--- config.mk ---
export PLATFORM = sky130hd
export DESIGN_NAME = inst_issue
export DESIGN_NICKNAME = d
export VERILOG_FILES = /design/src/rtl/inst_issue.sv
export SDC_FILE = /design/constraint.sdc
export NUM_CORES = 1
export LEC_CHECK = 0
export ABC_CLOCK_PERIOD_IN_PS = 2900
export CAP_MARGIN = 20
export CORE_ASPECT_RATIO = 0.5
export CORE_MARGIN = 2
export CORE_UTILIZATION = 55
export CTS_BUF_LIST = sky130_fd_sc_hd__clkbuf_16
export DETAILED_ROUTE_END_ITERATION = 8
export HOLD_SLACK_MARGIN = 0.15
export PLACE_DENSITY_LB_ADDON = 0.1
export SETUP_SLACK_MARGIN = 0.15
export SLEW_MARGIN = 20
export SYNTH_ARGS = -nofsm -noshare
export SYNTH_HDL_FRONTEND = slang
export SYNTH_SLANG_ARGS = --single-unit
--- constraint.sdc ---
create_clock -name clk -period 2.9 [get_ports clk]
set_input_delay 0.58 -clock clk [delete_from_list [all_inputs] [get_ports clk]]
set_output_delay 0.58 -clock clk [all_outputs]
set_load 0.02 [all_outputs]
--- src/rtl/inst_issue.sv ---
// Instruction sequencer ahead of the PE data memory: stores a streamed program and
// replays it loop_cnt times, issuing inst_v/rden and the delayed wben strobe without collisions.
module inst_issue #(
    parameter int INST_WIDTH = 32,
    parameter int IM_DEPTH   = 16,
    parameter int WB_LAT     = 5
) (
    input  logic                  clk,
    input  logic                  rst,
    input  logic                  load_v,
    input  logic [INST_WIDTH-1:0] load_inst,
    input  logic                  start,
    input  logic [7:0]            loop_cnt,
    input  logic                  hold,
    output logic                  inst_v,
    output logic [INST_WIDTH-1:0] inst,
    output logic                  rden,
    output logic                  wben,
    output logic                  busy,
    output logic                  done
);

    localparam int PW  = $clog2(IM_DEPTH);
    localparam int CW  = PW + 1;
    localparam int SRW = WB_LAT - 1;

    typedef enum logic [1:0] {
        S_IDLE,
        S_RUN,
        S_DRAIN
    } state_t;

    state_t                state_q, state_d;
    logic [INST_WIDTH-1:0] im [IM_DEPTH];
    logic [CW-1:0]         load_ptr_q, load_ptr_d;
    logic [CW-1:0]         prog_len_q, prog_len_d;
    logic [PW-1:0]         pc_q, pc_d;
    logic [7:0]            iter_q, iter_d;
    logic [7:0]            iter_max_q, iter_max_d;
    logic                  inst_v_q, inst_v_d;
    logic [INST_WIDTH-1:0] inst_q, inst_d;
    logic                  saw_wb_q, saw_wb_d;
    logic                  done_q, done_d;
    logic [SRW-1:0]        wb_sr_q, wb_sr_d;
    logic [SRW-1:0]        vld_sr_q, vld_sr_d;
    logic                  wben_q;
    logic                  im_we;
    logic                  issue;
    logic                  last_pc;
    logic                  drain_empty;

    // The top shift stage becomes wben next cycle, so it is the only collision source.
    assign issue   = (state_q == S_RUN) && !hold && !wb_sr_q[SRW-1];
    assign last_pc = ({1'b0, pc_q} == (prog_len_q - CW'(1)));

    // With write-backs in flight, finish right after the last wben; a program with no
    // wb flags instead waits out the full write-back latency of its last issue.
    assign drain_empty = saw_wb_q ? ((wb_sr_q == '0) && !(inst_v_q && inst_q[INST_WIDTH-1]))
                                  : ((vld_sr_q == '0) && !inst_v_q);

    assign wb_sr_d  = (wb_sr_q << 1) | SRW'(inst_v_q & inst_q[INST_WIDTH-1]);
    assign vld_sr_d = (vld_sr_q << 1) | SRW'(inst_v_q);

    always_comb begin
        // NOTE: every variable gets a default first so no path leaves one unassigned (no latches).
        state_d    = state_q;
        load_ptr_d = load_ptr_q;
        prog_len_d = prog_len_q;
        pc_d       = pc_q;
        iter_d     = iter_q;
        iter_max_d = iter_max_q;
        inst_v_d   = 1'b0;
        inst_d     = inst_q;
        saw_wb_d   = saw_wb_q;
        done_d     = 1'b0;
        im_we      = 1'b0;
        case (state_q)
            S_IDLE: begin
                if (start && (prog_len_q != '0)) begin
                    state_d    = S_RUN;
                    pc_d       = '0;
                    iter_d     = 8'd0;
                    iter_max_d = (loop_cnt == 8'd0) ? 8'd0 : loop_cnt - 8'd1;
                    load_ptr_d = '0;
                    saw_wb_d   = 1'b0;
                end else if (load_v && (load_ptr_q != CW'(IM_DEPTH))) begin
                    im_we      = 1'b1;
                    load_ptr_d = load_ptr_q + CW'(1);
                    prog_len_d = load_ptr_q + CW'(1);
                end
            end
            S_RUN: begin
                if (issue) begin
                    inst_v_d = 1'b1;
                    inst_d   = im[pc_q];
                    if (inst_d[INST_WIDTH-1]) saw_wb_d = 1'b1;
                    if (last_pc) begin
                        pc_d   = '0;
                        iter_d = iter_q + 8'd1;
                        if (iter_q == iter_max_q) state_d = S_DRAIN;
                    end else begin
                        pc_d = pc_q + PW'(1);
                    end
                end
            end
            S_DRAIN: begin
                if (drain_empty) begin
                    state_d = S_IDLE;
                    done_d  = 1'b1;
                end
            end
            default: state_d = S_IDLE;
        endcase
    end

    // NOTE: the program store has no reset so its contents survive rst.
    always_ff @(posedge clk) begin
        if (im_we) im[load_ptr_q[PW-1:0]] <= load_inst;
    end

    always_ff @(posedge clk) begin
        if (rst) begin
            state_q    <= S_IDLE;
            load_ptr_q <= '0;
            // A reset that aborts a run keeps the program loaded so it can be replayed.
            if (state_q == S_IDLE) prog_len_q <= '0;
            pc_q       <= '0;
            iter_q     <= 8'd0;
            iter_max_q <= 8'd0;
            inst_v_q   <= 1'b0;
            inst_q     <= '0;
            saw_wb_q   <= 1'b0;
            done_q     <= 1'b0;
            wb_sr_q    <= '0;
            vld_sr_q   <= '0;
            wben_q     <= 1'b0;
        end else begin
            state_q    <= state_d;
            load_ptr_q <= load_ptr_d;
            prog_len_q <= prog_len_d;
            pc_q       <= pc_d;
            iter_q     <= iter_d;
            iter_max_q <= iter_max_d;
            inst_v_q   <= inst_v_d;
            inst_q     <= inst_d;
            saw_wb_q   <= saw_wb_d;
            done_q     <= done_d;
            wb_sr_q    <= wb_sr_d;
            vld_sr_q   <= vld_sr_d;
            wben_q     <= wb_sr_q[SRW-1];
        end
    end

    assign inst_v = inst_v_q;
    assign rden   = inst_v_q;
    assign inst   = inst_q;
    assign wben   = wben_q;
    assign busy   = (state_q != S_IDLE);
    assign done   = done_q;

endmodule

==> Yosys cells after proc, flatten, opt, wreduce, memory -nomap -nowiden <==
Memory sizes are Yosys's and may differ from the RTL's. A register that Yosys moved wholly into a read port is not among the register bits.
Cells that the tools add are included.
{ "totals": {"regBits": 76, "latchBits": 0, "mem_bits_rw": 512, "mem_bits_ro": 0, "in_bits": 45, "out_inout_bits": 37, "memories": 1} }
{ "mem_list": {"columns": ["memory", "depth", "width", "read_ports", "rd_clocked_by_memory_dff", "write_ports", "line", "text"], "rows": [
  ["im", 16, 32, 1, 1, 1, "34", "logic [INST_WIDTH-1:0] im [IM_DEPTH];"]
]} }
{ "op_classes": {"add_sub_neg": 5, "mul": 0, "div_mod_pow": 0, "magnitude_cmp": 0, "n_eq_ne": 12, "shifts": 0, "mux": 35, "bitwise_logic": 5, "n_reduce_logical": 30} }
{ "ops": {"columns": ["cell", "n"], "rows": [
  ["$mux 8", 4],
  ["$mux 5", 6],
  ["$mux 4", 5],
  ["$pmux 8 s2", 1],
  ["$mux 1", 11],
  ["$mux 2", 5],
  ["$ne 2x2->1 const B", 5],
  ["$add 8x1->8 const B", 1],
  ["$eq 8x8->1", 1],
  ["$logic_not 4->1", 2],
  ["$logic_not 8->1", 1],
  ["$or 4x1->4", 2],
  ["$pmux 4 s2", 1],
  ["$reduce_and 4->1", 2],
  ["$reduce_bool 2->1", 4],
  ["$sub 8x1->8 const B", 1],
  ["$logic_and 1x1->1", 7],
  ["$pmux 2 s3", 1],
  ["$reduce_and 2->1", 3],
  ["$reduce_and 3->1", 2],
  ["$add 5x1->5 const B", 1],
  ["$eq 4x5->1", 1],
  ["$ne 5x5->1 const B", 1],
  ["$reduce_and 5->1", 1],
  ["other kinds (12)", 18]
]} }

==> Longest topological paths before layout <==
{ "logic_depth": {"depth_word": 7, "depth_mapped": 9, "ltp_nobuf": 8} }

==> Worst setup path after synthesis <==
No wires, ideal clock.
{ "synth_timing": {"path_kind": "reg2reg", "from": "reg prog_len_q[0]", "to": "mem im[3][0] (enable)", "setup_ns": 0.392, "t_arrival_ns": 2.591, "required_time_ns": 2.508, "slack_ns": -0.083, "stages_incl_launch_ff": 8, "path_buffers": 1, "path_cell_list": "edfxtp_1 -> inv_1 -> ha_1 -> or4b_1 -> and2_1 -> nor3b_2 -> buf_2 -> and3_1"} }
{ "synth_via": {"elab_chain_len": 6} }
{ "synth_lines": {"columns": ["element", "line", "text"], "rows": [
  ["start, declared", "36", "logic [CW-1:0] prog_len_q, prog_len_d;"],
  ["start signal, assigned", "140", "prog_len_q <= prog_len_d;"],
  ["$reduce_bool 5->1", "79", "if (start && (prog_len_q != '0)) begin"],
  ["$logic_and 1x1->1", "79", null],
  ["$mux 1", "79", null],
  ["$mux 1", "77", "case (state_q)"],
  ["$mux 1", "118", "if (im_we) im[load_ptr_q[PW-1:0]] <= load_inst;"],
  ["$mux 1 (implied by the code)", "118", null],
  ["end, declared", "34", null]
]} }
No other way between the ends.

==> Worst setup path after layout <==
{ "layout_timing": {"from": "reg prog_len_q[0]", "to": "mem im[8][19] (enable)"} }
The elaborated chain is that of the path after synthesis.

==> impl_metrics.yaml <==
logic_synthesis:
  synth.area.top_cells: "edfxtp_1 68%, mux4_1 9.8%, mux4_2 7.4%, dfxtp_1 6.6%, a22o_1 1.4%"
  synth-edff-count: 517
  yosysTopAreaCell: "edfxtp_1"
  async_flop_share_pct: 0
  avgSynthCellArea_um2: 22.0
  ys_warn_count: 0
  synth-seq-area-share_pct: 74.5
  synthDistinctLibCells: 52
  synthCells: 1040
  synth_seq_cells: 592
  yosys.area.top_type_share_pct: 67.9
  syn_nets: 1093
  synth_area_um2: 22800
  ys.flop_type: "edfxtp_1"
floorplanning:
  die_x_um: 292
  start_util_pct: 56.2
  rows: 52
  core_region_area_um2: 40700
  dieArea_um2: 43300
  die_h_um: 148
  io_pins: 82
critical_path:
  critPathMaxStageDelay_ns: 0.47
  crit_chain: "inv_1 -> ha_1 -> or4b_4 -> and2_4 -> nor3b_2 -> buf_4 -> nand2_1 -> nor2_4 -> and2_4 -> clkbuf_16"
  cp-end-kind: "flip-flop"
  arrival_ns: 2.93
  crit_family: "simple AND/OR/NAND/NOR gates"
  crit_type: "flip-flop to flip-flop"
  cp-start-kind: "flip-flop"
  path_common_cell: "and2_4"
  cp_num_buf_inv: 3
  critical_path.max_fanout: 10
  required_ns: 3.19
  crit_slowest_cell: "or4b_4"
global_routing:
  antenna_found_initial: 5
  grt_util_all_layers_pct: 24.5
  grt_pass1_wl_mm: 75.3
  grt_remaining_overflow: 0
  grt_max_degree: 47
  grt_pass1_vias: 10900
timing:
  finalCritPeriodShare_pct: 91.0
  rsz0062_at_grt: "false"
  final_max_slew_viol_count: 0
  worst_pin_slew_ns: 0.905
  fin_skew_ns: 0.0172
  setup_viol: 0
  fin_crit_ns: 2.64
  hold_violations: 0
  max_slew_margin_pct: 39.5
  tns_ns: 0
  fmax_mhz: 379
  whs_ns: 0.466
layout:
  mostFrequentLayoutCell: "edfxtp_1"
  fillers: 2630
  mostFrequentLayoutCells: "517 x edfxtp_1, 85 x mux4_1, 81 x clkdlybuf4s50_1"
  antenna-diode-count: 0
  layout.nets: 1240
  drive_above_1_share_pct: 19.8
  post-route-util_pct: 65.5
  fin_cells: 1767
  area.growth.synth_to_final_pct: 16.5
placed_design:
  portBuffers: 81
  routabilityCongestion: 0.811
  placedCellCount: 1671
  hpwl_mm: 35.1
routing:
  top_layer_used: "met4"
  drtIter0Drc: 1226
  wl_met2_mm: 21.7
  drt_wl_total_mm: 52.0
  met3_length_mm: 5.36
  viasPerCell: 6.26
  first_pass_iters: 5
  drt_drc_violations_left: 0
  drtAntennaViolNets: 0
  met1_length_mm: 24.3
  wl_per_cell_um: 29.5
  vias: 11100
cts:
  hold_buffers: 0
  cts_root_buf: "clkbuf_16"
  cts_max_level: 2
  numCtsBuffers: 51
  clockBufferDepth: 3
  clk_latency_ns: 0.59
  cts.sinks: 592
  clkTransAtPathRegs_ns: 0.07
  cts_tree: "yes"
status:
  run_status: "completed"
power:
  power_density_nw_per_um2: 631
  power.total_mw: 16.8
  peakVddDrop_v: 0.000434
  leakage_nw: 8.62
run:
  drv_cap: 0
worst_hold_path:
  hold_path_class: "flip-flop to flip-flop"
## state kept, by name, indices dropped and copies added (netlist names), 4 cells and up, named ones only
register	count
vld_sr_q	4
wb_sr_q	4
inst	32
prog_len_q	5
iter_max_q	8
pc_q	4
iter_q	8
im	512
load_ptr_q	5
## metrics by stage
step / worst slack (ns) / cell area, um2
3_5_place_dp: 0.0913 / 24900
6_report: 0.261 / 26600
2_1_floorplan: 0.248 / 22900
4_1_cts: 0.162 / 26500
5_1_grt: 0.133 / 26600
3_3_place_gp: 0.109 / 24900
## worst reg2reg max path: stages, from the launching register on
cell and delay [ns]:
edfxtp_1 0.39, inv_1 0.07, ha_1 0.15, or4b_4 0.47, and2_4 0.20, nor3b_2 0.17, buf_4 0.19, nand2_1 0.10
nor2_4 0.19, and2_4 0.23, clkbuf_16 0.19
## final timing paths
check / to / cells after the start / start / slack (ns)
setup / recovery: im[8][19] / 10 / prog_len_q[0] / 0.26
setup reg to reg: im[8][19] / 10 / prog_len_q[0] / 0.26
hold reg to reg: vld_sr_q[1] / 1 / vld_sr_q[0] / 0.47
hold / removal: vld_sr_q[1] / 1 / vld_sr_q[0] / 0.47
## logic make-up after synthesis
group	Yosys count	share of synthesized area, %
and+or+nand+nor	123	2.85
muxes	162	17.3
buffers and inverters	63	1.59
DFF	592	74.5
xor gates and xnor gates	26	1.06
AOI/OAI and AO/OA	66	2.28
adders and majority gates	8	0.438
## Yosys cell counts (2+ instances only)
library cell and n:
edfxtp_1 517, nor3_1 4, nand4b_1 2, nor2_1 26, and2_1 15, nand2_1 26, nand4_1 2, inv_1 10
buf_8 3, buf_6 11, dfxtp_1 75, mux4_1 85, ha_1 8, a31oi_1 2, clkbuf_1 26, and3_1 8
nor2b_1 10, xor2_1 16, nand3b_1 2, a22o_1 36, or4_1 2, buf_2 6, a21oi_1 7, o21ai_0 9
or3_1 2, xnor2_1 9, mux4_2 75, nand3_1 12, buf_1 6, nor4_1 5, mux2i_1 2
## routing by layer
layer,global-route usage (%),vias up
met1,40.3,5850
met4,4.41,0
met5,0,-
met2,33.3,467
li1,-,4686
met3,6.71,56
## power by group
group | switching (mW) | internal (mW)
registers | 0.0482 | 9.33
clock network | 2.99 | 3.52
logic | 0.517 | 0.401
total | 3.55 | 13.3
## what timing repair did
item,4_1_cts,5_1_grt
endpoints found under the hold margin,0,0
pin swaps,0,1
setup buffers,0,1
endpoints found under the setup margin,129,204
cloned,0,1
gates resized for setup,2,10
## area by class of cell
cell class	instances	area [um2]	share of cell area, %
clock buffers	52	1300	4.89
clock inverters	41	282	1.06
inverters	10	37.5	0.141
multi-input cells	385	5510	20.7
flip-flops and latches	592	17000	64.0
well taps	540	676	2.54
repair buffers	147	1770	6.66
No activity file was read; power rests on OpenSTA's default activity.
